--- src/rtl/ad3542_pkg.sv ---
// Shared types and constants for the AD3542 SPI responder: FSM states,
// register map addresses and counter widths.
package ad3542_pkg;

    typedef enum logic [1:0] {
        ST_IDLE,
        ST_ADDR,
        ST_DATA
    } spi_state_t;

    localparam logic [7:0] CH0_INPUT_16B      = 8'h34;
    localparam logic [7:0] INTERFACE_CONFIG_D = 8'h14;
    localparam logic [7:0] OUTPUT_RANGE       = 8'h19;
    localparam logic [7:0] MULTI_IO           = 8'h0F;

    localparam int ADDR_BITS = 8;
    localparam int REG_BITS  = 8;
    localparam int DATA_BITS = 16;
    localparam int CNT_W     = $clog2(DATA_BITS + 1);
    localparam int PIN_COUNT = 5;

endpackage

--- src/rtl/ad3542_spi_target_spi_pin_sync.sv ---
// Synchronizer chain for the SPI pins and LDAC, with sclk rise and cs
// rise/fall detection on the synchronized copies.
module spi_pin_sync
    import ad3542_pkg::*;
#(
    parameter int SYNC_STAGES = 2
) (
    input  logic clk,
    input  logic i_sclk,
    input  logic i_cs,
    input  logic i_sdio0,
    input  logic i_sdio1,
    input  logic i_ldac,
    output logic o_sclk_rise,
    output logic o_cs_rise,
    output logic o_cs_fall,
    output logic o_cs,
    output logic o_sdio0,
    output logic o_sdio1,
    output logic o_ldac
);

    logic [PIN_COUNT-1:0] r_sync [SYNC_STAGES];
    logic [1:0]           r_prev;
    logic [PIN_COUNT-1:0] w_pins;
    logic [PIN_COUNT-1:0] w_sync;

    assign w_pins = {i_ldac, i_sdio1, i_sdio0, i_cs, i_sclk};
    assign w_sync = r_sync[SYNC_STAGES-1];

    // Left unreset on purpose: the chain always mirrors the pins, so a reset
    // in the middle of a frame cannot fabricate a cs edge afterwards.
    always_ff @(posedge clk) begin
        r_sync[0] <= w_pins;
        for (int i = 1; i < SYNC_STAGES; i++) begin
            r_sync[i] <= r_sync[i-1];
        end
        r_prev <= w_sync[1:0];
    end

    assign o_sclk_rise = w_sync[0] & ~r_prev[0];
    assign o_cs_rise   = w_sync[1] & ~r_prev[1];
    assign o_cs_fall   = ~w_sync[1] & r_prev[1];
    assign o_cs        = w_sync[1];
    assign o_sdio0     = w_sync[2];
    assign o_sdio1     = w_sync[3];
    assign o_ldac      = w_sync[4];

endmodule

--- src/rtl/ad3542_spi_target.sv ---
// SPI responder for the AD3542 link: decodes register writes and DAC frames
// from the master and models the LDAC input/output register pair.
module ad3542_spi_target
    import ad3542_pkg::*;
#(
    parameter int         SYNC_STAGES = 2,
    parameter logic [7:0] DUAL_ADDR   = INTERFACE_CONFIG_D,
    parameter logic [7:0] DAC_ADDR    = CH0_INPUT_16B
) (
    input  logic        clk,
    input  logic        reset_x,
    input  logic        spi_sclk,
    input  logic        spi_cs,
    input  logic        spi_sdio0,
    input  logic        spi_sdio1,
    input  logic        ldac,
    input  logic        dev_reset_x,
    output logic        reg_wr_valid,
    output logic [6:0]  reg_wr_addr,
    output logic [7:0]  reg_wr_data,
    output logic        dac_valid,
    output logic [15:0] dac_in_0,
    output logic [15:0] dac_in_1,
    output logic [15:0] dac_out_0,
    output logic [15:0] dac_out_1,
    output logic        dual_mode,
    output logic        frame_err,
    output logic [15:0] frame_count
);

    logic w_sclk_rise, w_cs_rise, w_cs_fall, w_cs, w_sdio0, w_sdio1, w_ldac;

    spi_pin_sync #(.SYNC_STAGES(SYNC_STAGES)) u_pin_sync (
        .clk         (clk),
        .i_sclk      (spi_sclk),
        .i_cs        (spi_cs),
        .i_sdio0     (spi_sdio0),
        .i_sdio1     (spi_sdio1),
        .i_ldac      (ldac),
        .o_sclk_rise (w_sclk_rise),
        .o_cs_rise   (w_cs_rise),
        .o_cs_fall   (w_cs_fall),
        .o_cs        (w_cs),
        .o_sdio0     (w_sdio0),
        .o_sdio1     (w_sdio1),
        .o_ldac      (w_ldac)
    );

    spi_state_t       r_state, w_state_next;
    logic [CNT_W-1:0] r_bit_cnt, w_bit_cnt_next;
    logic [7:0]       r_addr, w_addr_next;
    logic [15:0]      r_sh0, w_sh0_next, r_sh1, w_sh1_next;
    logic             r_overrun, w_overrun_next;
    logic             r_reg_wr_valid, w_reg_wr_valid_next;
    logic [6:0]       r_reg_wr_addr, w_reg_wr_addr_next;
    logic [7:0]       r_reg_wr_data, w_reg_wr_data_next;
    logic             r_dac_valid, w_dac_valid_next;
    logic [15:0]      r_dac_in_0, w_dac_in_0_next, r_dac_in_1, w_dac_in_1_next;
    logic [15:0]      r_dac_out_0, w_dac_out_0_next, r_dac_out_1, w_dac_out_1_next;
    logic             r_dual_mode, w_dual_mode_next;
    logic             r_frame_err, w_frame_err_next;
    logic [15:0]      r_frame_count;
    logic             w_sample, w_is_reg_wr, w_is_dac_wr, w_accept;

    assign w_sample    = w_sclk_rise & ~w_cs;
    assign w_is_reg_wr = (r_state == ST_DATA) && !r_overrun && !r_addr[7]
                         && (r_bit_cnt == CNT_W'(REG_BITS)) && (r_addr != DAC_ADDR);
    assign w_is_dac_wr = (r_state == ST_DATA) && !r_overrun && !r_addr[7]
                         && (r_bit_cnt == CNT_W'(DATA_BITS)) && (r_addr == DAC_ADDR);
    assign w_accept    = w_cs_rise & (w_is_reg_wr | w_is_dac_wr);

    always_comb begin
        w_state_next        = r_state;
        w_bit_cnt_next      = r_bit_cnt;
        w_addr_next         = r_addr;
        w_sh0_next          = r_sh0;
        w_sh1_next          = r_sh1;
        w_overrun_next      = r_overrun;
        w_reg_wr_valid_next = 1'b0;
        w_reg_wr_addr_next  = r_reg_wr_addr;
        w_reg_wr_data_next  = r_reg_wr_data;
        w_dac_valid_next    = 1'b0;
        w_dac_in_0_next     = r_dac_in_0;
        w_dac_in_1_next     = r_dac_in_1;
        w_dual_mode_next    = r_dual_mode;
        w_frame_err_next    = 1'b0;

        if (w_cs_fall) begin
            // A fall while busy means the previous cs rise was never seen.
            w_frame_err_next = (r_state != ST_IDLE);
            w_state_next     = ST_ADDR;
            w_bit_cnt_next   = '0;
            w_overrun_next   = 1'b0;
        end else if (w_cs_rise) begin
            w_state_next = ST_IDLE;
            if (w_is_reg_wr) begin
                w_reg_wr_valid_next = 1'b1;
                w_reg_wr_addr_next  = r_addr[6:0];
                w_reg_wr_data_next  = r_sh0[7:0];
                if (r_addr == DUAL_ADDR) begin
                    w_dual_mode_next = (r_sh0[2:1] == 2'b11);
                end
            end else if (w_is_dac_wr) begin
                w_dac_valid_next = 1'b1;
                w_dac_in_0_next  = r_sh0;
                if (r_dual_mode) begin
                    w_dac_in_1_next = r_sh1;
                end
            end else if (r_state != ST_IDLE) begin
                w_frame_err_next = 1'b1;
            end
        end else if (w_sample) begin
            case (r_state)
                ST_ADDR: begin
                    w_addr_next = {r_addr[6:0], w_sdio0};
                    if (r_bit_cnt == CNT_W'(ADDR_BITS - 1)) begin
                        w_state_next   = ST_DATA;
                        w_bit_cnt_next = '0;
                    end else begin
                        w_bit_cnt_next = r_bit_cnt + CNT_W'(1);
                    end
                end
                ST_DATA: begin
                    if (r_bit_cnt == CNT_W'(DATA_BITS)) begin
                        w_overrun_next = 1'b1;
                    end else begin
                        w_sh0_next     = {r_sh0[14:0], w_sdio0};
                        w_sh1_next     = {r_sh1[14:0], w_sdio1};
                        w_bit_cnt_next = r_bit_cnt + CNT_W'(1);
                    end
                end
                default: ;
            endcase
        end

        // Output registers follow the post-commit input value so a DAC commit
        // coinciding with LDAC lands in dac_out the same cycle.
        w_dac_out_0_next = w_ldac ? r_dac_out_0 : w_dac_in_0_next;
        w_dac_out_1_next = w_ldac ? r_dac_out_1 : w_dac_in_1_next;
    end

    always_ff @(posedge clk) begin
        if (!reset_x || !dev_reset_x) begin
            r_state        <= ST_IDLE;
            r_bit_cnt      <= '0;
            r_addr         <= '0;
            r_sh0          <= '0;
            r_sh1          <= '0;
            r_overrun      <= 1'b0;
            r_reg_wr_valid <= 1'b0;
            r_reg_wr_addr  <= '0;
            r_reg_wr_data  <= '0;
            r_dac_valid    <= 1'b0;
            r_dac_in_0     <= '0;
            r_dac_in_1     <= '0;
            r_dac_out_0    <= '0;
            r_dac_out_1    <= '0;
            r_dual_mode    <= 1'b0;
            r_frame_err    <= 1'b0;
        end else begin
            r_state        <= w_state_next;
            r_bit_cnt      <= w_bit_cnt_next;
            r_addr         <= w_addr_next;
            r_sh0          <= w_sh0_next;
            r_sh1          <= w_sh1_next;
            r_overrun      <= w_overrun_next;
            r_reg_wr_valid <= w_reg_wr_valid_next;
            r_reg_wr_addr  <= w_reg_wr_addr_next;
            r_reg_wr_data  <= w_reg_wr_data_next;
            r_dac_valid    <= w_dac_valid_next;
            r_dac_in_0     <= w_dac_in_0_next;
            r_dac_in_1     <= w_dac_in_1_next;
            r_dac_out_0    <= w_dac_out_0_next;
            r_dac_out_1    <= w_dac_out_1_next;
            r_dual_mode    <= w_dual_mode_next;
            r_frame_err    <= w_frame_err_next;
        end
    end

    // The frame counter survives the emulated device reset.
    always_ff @(posedge clk) begin
        if (!reset_x) begin
            r_frame_count <= '0;
        end else if (dev_reset_x && w_accept) begin
            r_frame_count <= r_frame_count + 16'd1;
        end
    end

    assign reg_wr_valid = r_reg_wr_valid;
    assign reg_wr_addr  = r_reg_wr_addr;
    assign reg_wr_data  = r_reg_wr_data;
    assign dac_valid    = r_dac_valid;
    assign dac_in_0     = r_dac_in_0;
    assign dac_in_1     = r_dac_in_1;
    assign dac_out_0    = r_dac_out_0;
    assign dac_out_1    = r_dac_out_1;
    assign dual_mode    = r_dual_mode;
    assign frame_err    = r_frame_err;
    assign frame_count  = r_frame_count;

endmodule

--- config.mk ---
export PLATFORM = sky130hd
export DESIGN_NAME = ad3542_spi_target
export DESIGN_NICKNAME = d
export VERILOG_FILES = /design/src/rtl/ad3542_pkg.sv /design/src/rtl/ad3542_spi_target_spi_pin_sync.sv /design/src/rtl/ad3542_spi_target.sv
export SDC_FILE = /design/constraint.sdc
export NUM_CORES = 1
export LEC_CHECK = 0
export BUFFER_PORTS_ARGS = -buffer_cell sky130_fd_sc_hd__buf_2
export CAP_MARGIN = 20
export CORE_ASPECT_RATIO = 2
export CORE_MARGIN = 2
export CORE_UTILIZATION = 35
export DETAILED_ROUTE_END_ITERATION = 16
export SLEW_MARGIN = 25
export SYNTH_ARGS = -nofsm -noshare
export SYNTH_HDL_FRONTEND = slang
export SYNTH_SLANG_ARGS = --single-unit
--- constraint.sdc ---
create_clock -name clk -period 2.33 [get_ports clk]
set_input_delay 0.5825 -clock clk [delete_from_list [all_inputs] [get_ports clk]]
set_output_delay 0.5825 -clock clk [all_outputs]
set_load 0.05 [all_outputs]
Word level (Yosys, flattened, before mapping)
Memory sizes are Yosys's and may differ from the RTL's.
Index checks and enable logic that the tools add are counted.
- equal/unequal tests: 10
- add/subtract/negate cells: 2
- muxes and demuxes: 24
- reduce and logical (&&, ||, !) cells: 29
- bitwise logic cells: 12
- operator list (kind ; number):
    $mux W16 ; 9
    $add A16 B1 Y16 const B ; 1
    $reduce_and A4 Y1 ; 4
    $mux W1 ; 12
    $mux W5 ; 2
    $pmux W5 S2 ; 1
    $reduce_and A3 Y1 ; 3
    $reduce_bool A3 Y1 ; 3
    $eq A8 B5 Y1 const B ; 1
    $eq A8 B6 Y1 const B ; 1
    $ne A8 B6 Y1 const B ; 1
    $logic_and A1 B1 Y1 ; 7
    $not A1 Y1 ; 6
    $reduce_or A3 Y1 ; 2
    $add A5 B1 Y5 const B ; 1
    $and A1 B1 Y1 ; 5
    $eq A5 B3 Y1 const B ; 1
    $eq A5 B4 Y1 const B ; 1
    $eq A5 B5 Y1 const B ; 1
    $reduce_and A5 Y1 ; 1
    $eq A2 B2 Y1 const B ; 2
    $logic_not A1 Y1 ; 4
    $reduce_bool A2 Y1 ; 2
    $reduce_or A4 Y1 ; 1
    5 further kinds ; 5
- flip-flop bits (word level): 149
- bits of input ports: 8
- memories: 1
- logic and storage cells: 97
- bits in writable memories: 10
- output and inout bits: 99
- memories (memory ; words ; bits a word ; rd ports ; clocked after Yosys merged registers in ; write ports ; line ; source):
    u_pin_sync.r_sync ; 2 ; 5 ; 2 ; 0 ; 2 ; ad3542_spi_target_spi_pin_sync.sv:23 ; logic [PIN_COUNT-1:0] r_sync [SYNC_STAGES];

Longest topological paths before layout
Gate-level depths: netlist of the first run.
- depth after elaboration: 9
- mapped depth: 10

Cells and area by module
A second synthesis of the first run with hierarchy kept.
- cells, all modules: 650
- area, all modules: 5903.2 um^2
- modules (own cells, without submodules) (module ; area an instance (um^2) ; cells each ; times used):
    ad3542_spi_target ; 5641.7 ; 635 ; 1
    spi_pin_sync ; 261.5 ; 15 ; 1

Worst setup path before layout of the first run
Ideal clock, no wire load.
- kind: register -> register
- from: reg r_state[0]
- to: reg r_dac_out_0[12], in the netlist dac_out_0[12]
- setup slack: 0.213 ns
- required time: 2.192 ns
- arrival: 1.980 ns
- cell stages (with the launch flop): 11
- setup time: 0.138 ns
- path through: dfxtp_1 inv_1 ha_1 or3b_1 buf_2 nor3_4 and3b_1 buf_4 buf_4 mux2i_1 a211oi_1
- word-level cells in the longest chain between the ends: 9
- elaborated cells between the ends (all ways): 11
- those cells by class: eq/ne (1); mux (4); reduce/logical (6)
- ends and longest elaborated chain (what ; line ; source):
    start, declared ; ad3542_spi_target.sv:49 ; spi_state_t r_state, w_state_next;
    start signal, assigned ; ad3542_spi_target.sv:161 ; r_state <= w_state_next;
    $eq A2 B2 Y1 (*) ; ad3542_spi_target.sv:66, ad3542_spi_target.sv:68 ;
    $logic_and A1 B1 Y1 (*) (2 in a row) ; ad3542_spi_target.sv:66, ad3542_spi_target.sv:68 ;
    $logic_and A1 B1 Y1 (2 in a row) ; ad3542_spi_target.sv:69 ; && (r_bit_cnt == CNT_W'(DATA_BITS)) && (r_addr == DAC_ADDR);
    $mux W16 ; ad3542_spi_target.sv:103 ; end else if (w_is_dac_wr) begin
    $mux W16 (*) ; ad3542_spi_target.sv:96 ; if (w_is_reg_wr) begin
    $mux W16 (*) ; ad3542_spi_target.sv:94 ; end else if (w_cs_rise) begin
    $mux W16 (*) ; ad3542_spi_target.sv:88 ; if (w_cs_fall) begin
    end signal, assigned ; ad3542_spi_target.sv:173 ; r_dac_out_0 <= w_dac_out_0_next;
    end, declared ; ad3542_spi_target.sv:59 ; logic [15:0] r_dac_out_0, w_dac_out_0_next, r_dac_out_1, w_dac_out_1_next;
Every way passes the cells marked *; elsewhere a longest branch is shown, timed or not.
A chain may end at the register's enable or synchronous reset.

Final worst setup path of the first run
- from: reg r_state[0]
- to: reg r_dac_out_0[10], in the netlist dac_out_0[10]
The elaborated chain is that of the path after synthesis.

==> results of run 1 <==
[worst min-delay path by stage]
stage,startpoint,end,slack [ns]
after CTS,spi_sdio0,u_pin_sync.r_sync[0][2],0.24
after global routing,spi_sdio0,u_pin_sync.r_sync[0][2],0.24
after floorplan,u_pin_sync.r_sync[0][0],u_pin_sync.r_sync[0][5],0.31
final,spi_sdio0,u_pin_sync.r_sync[0][2],0.26
after global placement,u_pin_sync.r_sync[0][4],u_pin_sync.r_sync[0][9],0.32
after detailed placement,u_pin_sync.r_sync[0][1],u_pin_sync.r_sync[0][6],0.31
[cell families (layout without fill, tap and decap cells)]
family | after synthesis | in the layout | share of synthesized area (%)
adder cells (fa/ha/maj) | 8 | 8 | 1.702
AND/OR/NAND/NOR | 263 | 263 | 20.66
XOR/XNOR | 6 | 6 | 0.8936
AO/OA/AOI/OAI | 137 | 137 | 14.34
flip-flops | 159 | 159 | 54.13
multiplexers | 25 | 25 | 4.255
buffers and inverters | 55 | 168 | 4.021
[flip-flops by register name (all words and copies together), names as in the netlist, 10 cells and up]
| name | flops |
|---|---|
| r_sh1 | 16 |
| u_pin_sync.r_sync | 10 |
| dac_in_0 | 16 |
| dac_out_1 | 16 |
| dac_in_1 | 16 |
| frame_count | 16 |
| r_sh0 | 16 |
| dac_out_0 | 16 |
[through the flow]
| stage | utilization [%] | setup TNS [ns] |
|---|---|---|
| 2_1_floorplan | - | 0 |
| 3_3_place_gp | 40.13 | 0 |
| 3_5_place_dp | 40.13 | 0 |
| 4_1_cts | 43.64 | 0 |
| 5_1_grt | 43.85 | -0.01835 |
| 6_report | 43.85 | 0 |
[metal layers]
layer	GRT usage (%)	routed length (um)	part of all wire, %	vias up
li1	-	-	-	2479
met1	20.55	6336	47	2314
met2	23.16	6114	46	123
met3	4.311	747	5.6	12
met4	5.110	175	1.3	0
met5	0	0	0	-
[power breakdown]
part	switching, mW	internal [mW]	leakage (nW)	total (mW)
Clock	1.16	1.55	0.287	2.71
Sequential	0.0143	2.75	1.29	2.76
Combinational	0.149	0.0473	1.22	0.196
Total	1.33	4.34	2.79	5.67
[layout make-up]
cell class	count	area share, %
Clock buffer	19	6.223
Multi-Input combinational cell	439	34.07
Clock inverter	13	1.771
Inverter	13	0.6704
Sequential cell	159	43.73
Tap cell	207	3.559
Timing Repair Buffer	123	9.971
[cells in the final DEF (no fill, tap or decap), types with 2 or more instances in the layout]
cell type and n:
inv_1 12, dfxtp_1 159, buf_2 106, clkbuf_8 2
xnor2_1 6, a31oi_1 2, clkbuf_16 18, buf_4 12
nand2_1 120, a211oi_1 19, ha_1 8, and4bb_2 2
clkinv_2 2, and4_1 2, nor3_1 2, or4_1 9
inv_6 4, nand4_1 6, or2_2 2, or3_1 5
buf_12 4, nand3_1 29, nor2_1 70, a21oi_1 79
and3_1 3, o31ai_1 9, clkinv_4 4, o21ai_0 6
mux2i_1 25, a311oi_1 16
==> reports/results.ini, run 1 <==
[cts]
clk_latency_ns = 0.43
hold_buffers = 0
cts_buffers = 17
clkTransAtPathRegs_ns = 0.07
cts_tree = built
h-tree-depth = 4
postCtsSetupBuffers = 0
clock_sinks = 159
clockRootBuffer = clkbuf_16
postCtsResizedCells = 0
clockBufferDepth = 2

[critical_path]
crit_chain = inv_1, ha_1, or3b_4, nor3_4, and3b_2, clkbuf_16, mux2i_1, a211oi_1
crit_arrival_ns = 2.47
required_ns = 2.61
cp_slowest_cell = or3b_4
path_delay_family = simple AND/OR/NAND/NOR gates
cp-endpoint = dac_out_0[10]
rrSetupSlack_ns = 0.14
rr_endpoint = dac_out_0[10]
criticalPathCategory = reg -> reg
path_depth = 8
crit_path_end_kind = flop
timing.rr.start = r_state[0]
worstSetupStartpointType = flop
cpPeakStageDelay_ns = 0.43
rr_worst_depth = 8
worst-path-max-fanout = 16
startpoint = r_state[0]
critPathBufInv = 2

[drt]
viasPerCell = 5.065
ant_nets = 0
firstDrtPassIters = 4
avgRoutedWirePerCell_um = 13.75
drc = 0
first_iter_violations = 156
num_vias = 4928
drt_wl_total_um = 13370

[job]
cap_violations = 0

[logic_synthesis]
syn-cell-area_um2 = 5881
synthTopCellsByCount = dfxtp_1, nand2_1, a21oi_1
ys_ff_latch = 159
synth_ff_type = dfxtp_1
synth_cell_types = 46
ys_async_sr_fraction_pct = 0
yosysMostFrequentCell = dfxtp_1
yosys_warnings = 0
synth.largest_area_cell = dfxtp_1
synthCells = 653
synth_edf_count = 0
syn_avg_cell_area_um2 = 9.006
synth.net_count = 669
ys_seq_area_share_pct = 54.13
netlist.area_leader.share_pct = 54.13
synth.area.top_cells = dfxtp_1, nand2_1, a21oi_1

[grt]
globalRoute.totalOverflow = 0
grt_pass1_vias = 4556
grt_antenna_before_repair = 0
grtUsageTotal_pct = 15.21
grt_pass1_wl_um = 21930
grt_max_degree = 125

[finish]
multi_input_area_um2 = 2480
fill_cells = 1673
design_area_um2 = 7278
final-seq-area_um2 = 3183
final_cells = 973
area_growth_pct = 23.77
n_antenna_cell = 0
nets = 769
drive_above_1_share_pct = 22.06

[sta]
min_period_over_period_pct = 93.97
relSlewSlack_pct = 60.34
finalSetupViolations = 0
fmax_mhz = 456.7
tightest_slew_ns = 0.5931
finClkSkew_ns = 0.01148
hold_violations = 0
worst_hold_slack_ns = 0.2571
min_period_ns = 2.189
fin_ws_ns = 0.1406
rsz0062_at_grt = true
drv_slew = 0

[floorplan]
rows = 67
ioPinCount = 107
fp.dieW_um = 95.66
initial_utilization_pct = 35.43
die_y_um = 187.3
die_area_um2 = 17920
coreArea_um2 = 16600

[pwr]
p_leak_nw = 2.790
power_mw = 5.669
vdd_ir_drop_max_uv = 524.9
p_per_area_nw_per_um2 = 778.9

[worst_hold_path]
hold-path-cell-count = 1
hp-class = in -> reg

[placement]
dp_cells = 940
dpl_worst_slack_ns = 0.06981
portBuffers = 106
place_area_um2 = 6661
gp_congestion = 0.7408
dp_hpwl_um = 8602

[status]
status = finished, final reports clean

Note: power is estimated with default switching activity, not from simulation.
==> run 2: changes to the inputs <==
--- a/config.mk
+++ b/config.mk
@@ -11,7 +11,9 @@
 export CORE_MARGIN = 2
 export CORE_UTILIZATION = 35
 export DETAILED_ROUTE_END_ITERATION = 16
+export RECOVER_POWER = 50
 export SLEW_MARGIN = 25
 export SYNTH_ARGS = -nofsm -noshare
 export SYNTH_HDL_FRONTEND = slang
+export SYNTH_HIERARCHICAL = 1
 export SYNTH_SLANG_ARGS = --single-unit
==> run 2 against run 1 <==
Net effect: critical path depth fell by 1; count of clock-buffer cells in the layout grew 2; combinational power about the same; routed wire length down 0.22%; sequential share of layout area grew 0.56 points; hold slack gained 0.016 ns; register-to-register slack barely moved; total power up 1.7%; die area grew 0.37%; sequential power about the same; flip-flop and latch count stayed put; clock power up 4%; critical path type unchanged.
==> reports/results.ini, run 2 <==
[logic_synthesis]
synth_ff_type = dfxtp_1
synth.net_count = 664
netlist.area_leader.share_pct = 53.92
synth.largest_area_cell = dfxtp_1
ys_ff_latch = 159
syn-cell-area_um2 = 5903
synth.area.top_cells = dfxtp_1, nand2_1, a21oi_1
ys_async_sr_fraction_pct = 0
synth_edf_count = 0
yosys_warnings = 6
ys_seq_area_share_pct = 53.92
yosysMostFrequentCell = dfxtp_1
synthTopCellsByCount = dfxtp_1, nand2_1, a21oi_1
synth_cell_types = 48
synthCells = 650
syn_avg_cell_area_um2 = 9.082

[critical_path]
rrSetupSlack_ns = 0.13
required_ns = 2.67
crit_chain = inv_1, ha_1, or3b_4, buf_4, a2111oi_4, or3b_1, a21oi_1
worst-path-max-fanout = 5
worstSetupStartpointType = flop
criticalPathCategory = reg -> reg
crit_arrival_ns = 2.53
cpPeakStageDelay_ns = 0.43
cp_slowest_cell = or3b_4
crit_path_end_kind = flop

[finish]
layout_commonest_cell = dfxtp_1
drive_above_1_share_pct = 9.868
area_growth_pct = 21.75
final_cell_mix = dfxtp_1, nand2_1, clkbuf_1
final-seq-area_um2 = 3183
n_antenna_cell = 0
fill_cells = 1711
nets = 762
final_cells = 967
multi_input_area_um2 = 2499

[floorplan]
coreArea_um2 = 16600
initial_utilization_pct = 35.56
die_area_um2 = 17980
ioPinCount = 107
die_y_um = 187.7
fp.dieW_um = 95.83
rows = 67

[placement]
gp_congestion = 0.7805
dp_hpwl_um = 8728
dpl_worst_slack_ns = 0.04442
portBuffers = 106
dp_cells = 935

[worst_hold_path]
hp-class = in -> reg

[grt]
grt_antenna_before_repair = 0
grt_max_degree = 56
grt_pass1_wl_um = 21800
globalRoute.totalOverflow = 0
met2_usage_pct = 24.69
grt_pass1_vias = 4545
gr-usage-met3_pct = 4.299
grtUsageTotal_pct = 15.11
grt_use_met1_pct = 18.33
top_usage_layer = met2

[drt]
num_vias = 4815
drt_wl_total_um = 13350
avgRoutedWirePerCell_um = 13.80
viasPerCell = 4.979
ant_nets = 0
first_iter_violations = 153
firstDrtPassIters = 4
drc = 0

[sta]
finClkSkew_ns = 0.01111
relSlewSlack_pct = 57.19
min_period_over_period_pct = 94.34
rsz0062_at_grt = false
fin_ws_ns = 0.1319
drv_slew = 0
fmax_mhz = 454.9
tightest_slew_ns = 0.6450
setup_tns_ns = 0
finalSetupViolations = 0
hold_violations = 0
worst_hold_slack_ns = 0.2735
min_period_ns = 2.198

[cts]
hold_buffers = 0
clk_latency_ns = 0.41
postCtsSetupBuffers = 0
cts_tree = built
cts_buffers = 17
clockRootBuffer = clkbuf_16
clockBufferDepth = 2
clock_sinks = 159
h-tree-depth = 4
clkTransAtPathRegs_ns = 0.06
postCtsResizedCells = 0

[pwr]
p_per_area_nw_per_um2 = 802.5
power_mw = 5.768
vdd_ir_drop_max_uv = 470.0
p_leak_nw = 2.383

[job]
cap_violations = 0

[status]
status = finished, final reports clean

## run 2: worst paths after layout
kind,start,endpoint,cells after the start
max,r_state[0],frame_count[14],7
min,spi_sdio0,u_pin_sync/r_sync[0][2],1
max reg2reg,r_state[0],frame_count[14],7
min reg2reg,u_pin_sync/r_sync[0][4],u_pin_sync/r_sync[0][9],0
## run 2: where the power goes
group | internal, mW | switching [mW] | leakage [nW] | total [mW]
Combinational | 0.0441 | 0.150 | 0.799 | 0.194
Clock | 1.70 | 1.11 | 0.296 | 2.81
Sequential | 2.75 | 0.0129 | 1.29 | 2.76
## run 2: critical path, delay by kind of cell (launching register included)
kind | cells | cell delay, ns
AOI/OAI and AO/OA | 2 | 0.52
adders and majority gates | 1 | 0.21
buffers and inverters | 2 | 0.26
DFF | 1 | 0.32
and+or+nand+nor | 2 | 0.82
## run 2: logic make-up after synthesis
group	Yosys count	share of synthesized area (%)
compound gates	131	13.86
xor+xnor	8	1.187
fa+ha+maj	6	1.272
buf+inv	55	4.451
flops	159	53.92
mux	25	4.239
simple gates	266	21.07
## run 2: stage by stage
| step | util [%] | instance area [um2] |
|---|---|---|
| floorplan | - | 5903 |
| global placement | 40.05 | 6648 |
| detailed placement | 40.05 | 6648 |
| CTS | 43.72 | 7257 |
| global route | 43.30 | 7187 |
| finish | 43.30 | 7187 |
## run 2: per-layer routing
metal | vias to the layer above | wire, um
li1 | 2458 | -
met1 | 2247 | 5998
met2 | 97 | 6394
met3 | 13 | 741
met4 | 0 | 210
met5 | - | 0
## run 2: cell type report
type / instances / share of cell area, %
Inverter: 10 / 0.5223
Tap cell: 207 / 3.604
Clock inverter: 10 / 1.793
Sequential cell: 159 / 44.29
Timing Repair Buffer: 124 / 8.339
Clock buffer: 21 / 6.685
Multi-Input combinational cell: 436 / 34.77
==> run 3: changes to the inputs <==
--- a/config.mk
+++ b/config.mk
@@ -10,8 +10,10 @@
 export CORE_ASPECT_RATIO = 2
 export CORE_MARGIN = 2
 export CORE_UTILIZATION = 35
+export CTS_BUF_LIST = sky130_fd_sc_hd__clkbuf_4 sky130_fd_sc_hd__clkbuf_8
 export DETAILED_ROUTE_END_ITERATION = 16
 export RECOVER_POWER = 50
+export SETUP_SLACK_MARGIN = 0.15
 export SLEW_MARGIN = 25
 export SYNTH_ARGS = -nofsm -noshare
 export SYNTH_HDL_FRONTEND = slang
==> run 3 against run 2 <==
Net effect: total power decreased by 14%; flip-flop and latch count unchanged; routed wire length increased by 5.0%; utilization increased by 0.90 points; non-clock buffer count increased by 11; first-iteration DRC count increased by 8.5%; register-to-register slack improved by 0.07 ns; sequential power about the same; clock skew increased by 0.0064 ns; maximum frequency increased by 3.4%; critical path type unchanged; largest cell class unchanged; highest routed layer unchanged.
==> reports/results.ini, run 3 (same netlist as run 2, synthesis figures left out) <==
[status]
status = finished, final reports clean

[finish]
final_core_util_pct = 44.20
design_area_um2 = 7337
fill_cells = 1731
drive_above_1_share_pct = 15.16
area_growth_pct = 24.29
final_cells = 979
n_antenna_cell = 0
layout_commonest_cell = dfxtp_1
final_cell_mix = dfxtp_1, nand2_1, clkbuf_1
nets = 774

[cts]
h-tree-depth = 4
cts_tree = built
cts_buffers = 17
clockRootBuffer = clkbuf_8
clockBufferDepth = 2
clkTransAtPathRegs_ns = 0.09
clock_sinks = 159
clk_latency_ns = 0.45

[floorplan]
rows = 67
coreArea_um2 = 16600
die_area_um2 = 17980
fp.dieW_um = 95.83
die_y_um = 187.7
ioPinCount = 107
initial_utilization_pct = 35.56

[drt]
route.met3.wl_um = 812
num_vias = 4938
ant_nets = 0
drt_wl_total_um = 14010
first_iter_violations = 166
drc = 0
firstDrtPassIters = 4
highest-signal-layer = met4
avgRoutedWirePerCell_um = 14.31
met1_length_um = 6346
viasPerCell = 5.044
route.met2.wl_um = 6665

[critical_path]
worst-path-max-fanout = 8
crit_path_end_kind = flop
required_ns = 2.69
worstSetupStartpointType = flop
path_delay_family = simple AND/OR/NAND/NOR gates
cp_slowest_cell = or3b_4
criticalPathCategory = reg -> reg
cpPeakStageDelay_ns = 0.39
crit_arrival_ns = 2.49
crit_chain = inv_2, ha_4, or3b_4, nor3_4, and3b_2, buf_6, buf_16, nand3_1, a311oi_1
critPathBufInv = 3

[sta]
drv_slew = 0
min_period_ns = 2.127
relSlewSlack_pct = 56.60
fmax_mhz = 470.2
min_period_over_period_pct = 91.27
finalSetupViolations = 0
setup_tns_ns = 0
rsz0062_at_grt = true
hold_violations = 0
tightest_slew_ns = 0.6539
finClkSkew_ns = 0.01746

[pwr]
p_leak_nw = 2.384
vdd_ir_drop_max_uv = 452.9
p_per_area_nw_per_um2 = 673.0
power_mw = 4.938

[grt]
grt_pass1_vias = 4638
grt_antenna_before_repair = 0
grt_pass1_wl_um = 22670
globalRoute.totalOverflow = 0
grtUsageTotal_pct = 15.80
grt_max_degree = 61

[placement]
place_area_um2 = 6659
gp_congestion = 0.7828
dp_hpwl_um = 8554
dp_cells = 933
portBuffers = 106

[worst_hold_path]
hp-class = in -> reg

[job]
cap_violations = 0

==> run 3: cell count changes in the layout (fill, tap and decap cells not counted), moves of 9 or more <==
cell       delta
mux2i_1      -13
clkbuf_8     +14
clkbuf_16    -18
mux2i_4       +9
==> run 3: layer usage <==
metal	GRT usage (%)	vias up
met2	25.42	120
li1	-	2487
met4	6.154	0
met3	4.379	10
met1	19.75	2321
met5	0	-
==> run 3: worst paths after layout <==
path,slack (ns),startpoint,end,cells after the start
hold / removal,0.24,ldac,u_pin_sync/r_sync[0][4],1
setup / recovery,0.20,r_state[0],dac_out_1[14],9
setup reg to reg,0.20,r_state[0],dac_out_1[14],9
hold reg to reg,0.32,u_pin_sync/r_sync[0][3],u_pin_sync/r_sync[0][8],0
==> run 3: what timing repair did <==
action                     CTS  global route
gates cloned                 3             1
hold buffers                 0             0
pin swaps                    8            13
gates resized for setup     18            35
setup buffers                4             7
setup endpoints to repair   40            53
==> run 3: cell type report <==
class	instances	area (um2)	share of cell area (%)
clock buffer	18	247.7	3.377
clock inverter	13	131.4	1.791
inverter	10	37.54	0.5116
multi-input combinational	437	2721	37.09
sequential	159	3188	43.45
tap	207	259.0	3.530
timing repair buffer	135	752.0	10.25
==> run 3: metrics by stage <==
| stage | worst slack, ns | hold WS (ns) |
|---|---|---|
| floorplan | 0.1681 | 0.3096 |
| global route | 0.08137 | 0.2102 |
| CTS | 0.1447 | 0.2031 |
| global placement | 0.05252 | 0.3112 |
| detailed placement | 0.02690 | 0.3128 |
| finish | 0.2034 | 0.2412 |
==> run 3: worst register-to-register path, delay by kind of cell, from the launching register on <==
kind	cells	cell delay [ns]
DFF	1	0.33
buffers and inverters	3	0.38
adders and majority gates	1	0.15
and+or+nand+nor	4	0.96
AOI/OAI and AO/OA	1	0.25
==> run 3: where the power goes <==
group          switching [mW]  internal, mW  leakage, nW
logic                   0.154        0.0465        0.906
clock network            1.09         0.892        0.188
registers              0.0134          2.74         1.29
total                    1.26          3.68         2.38
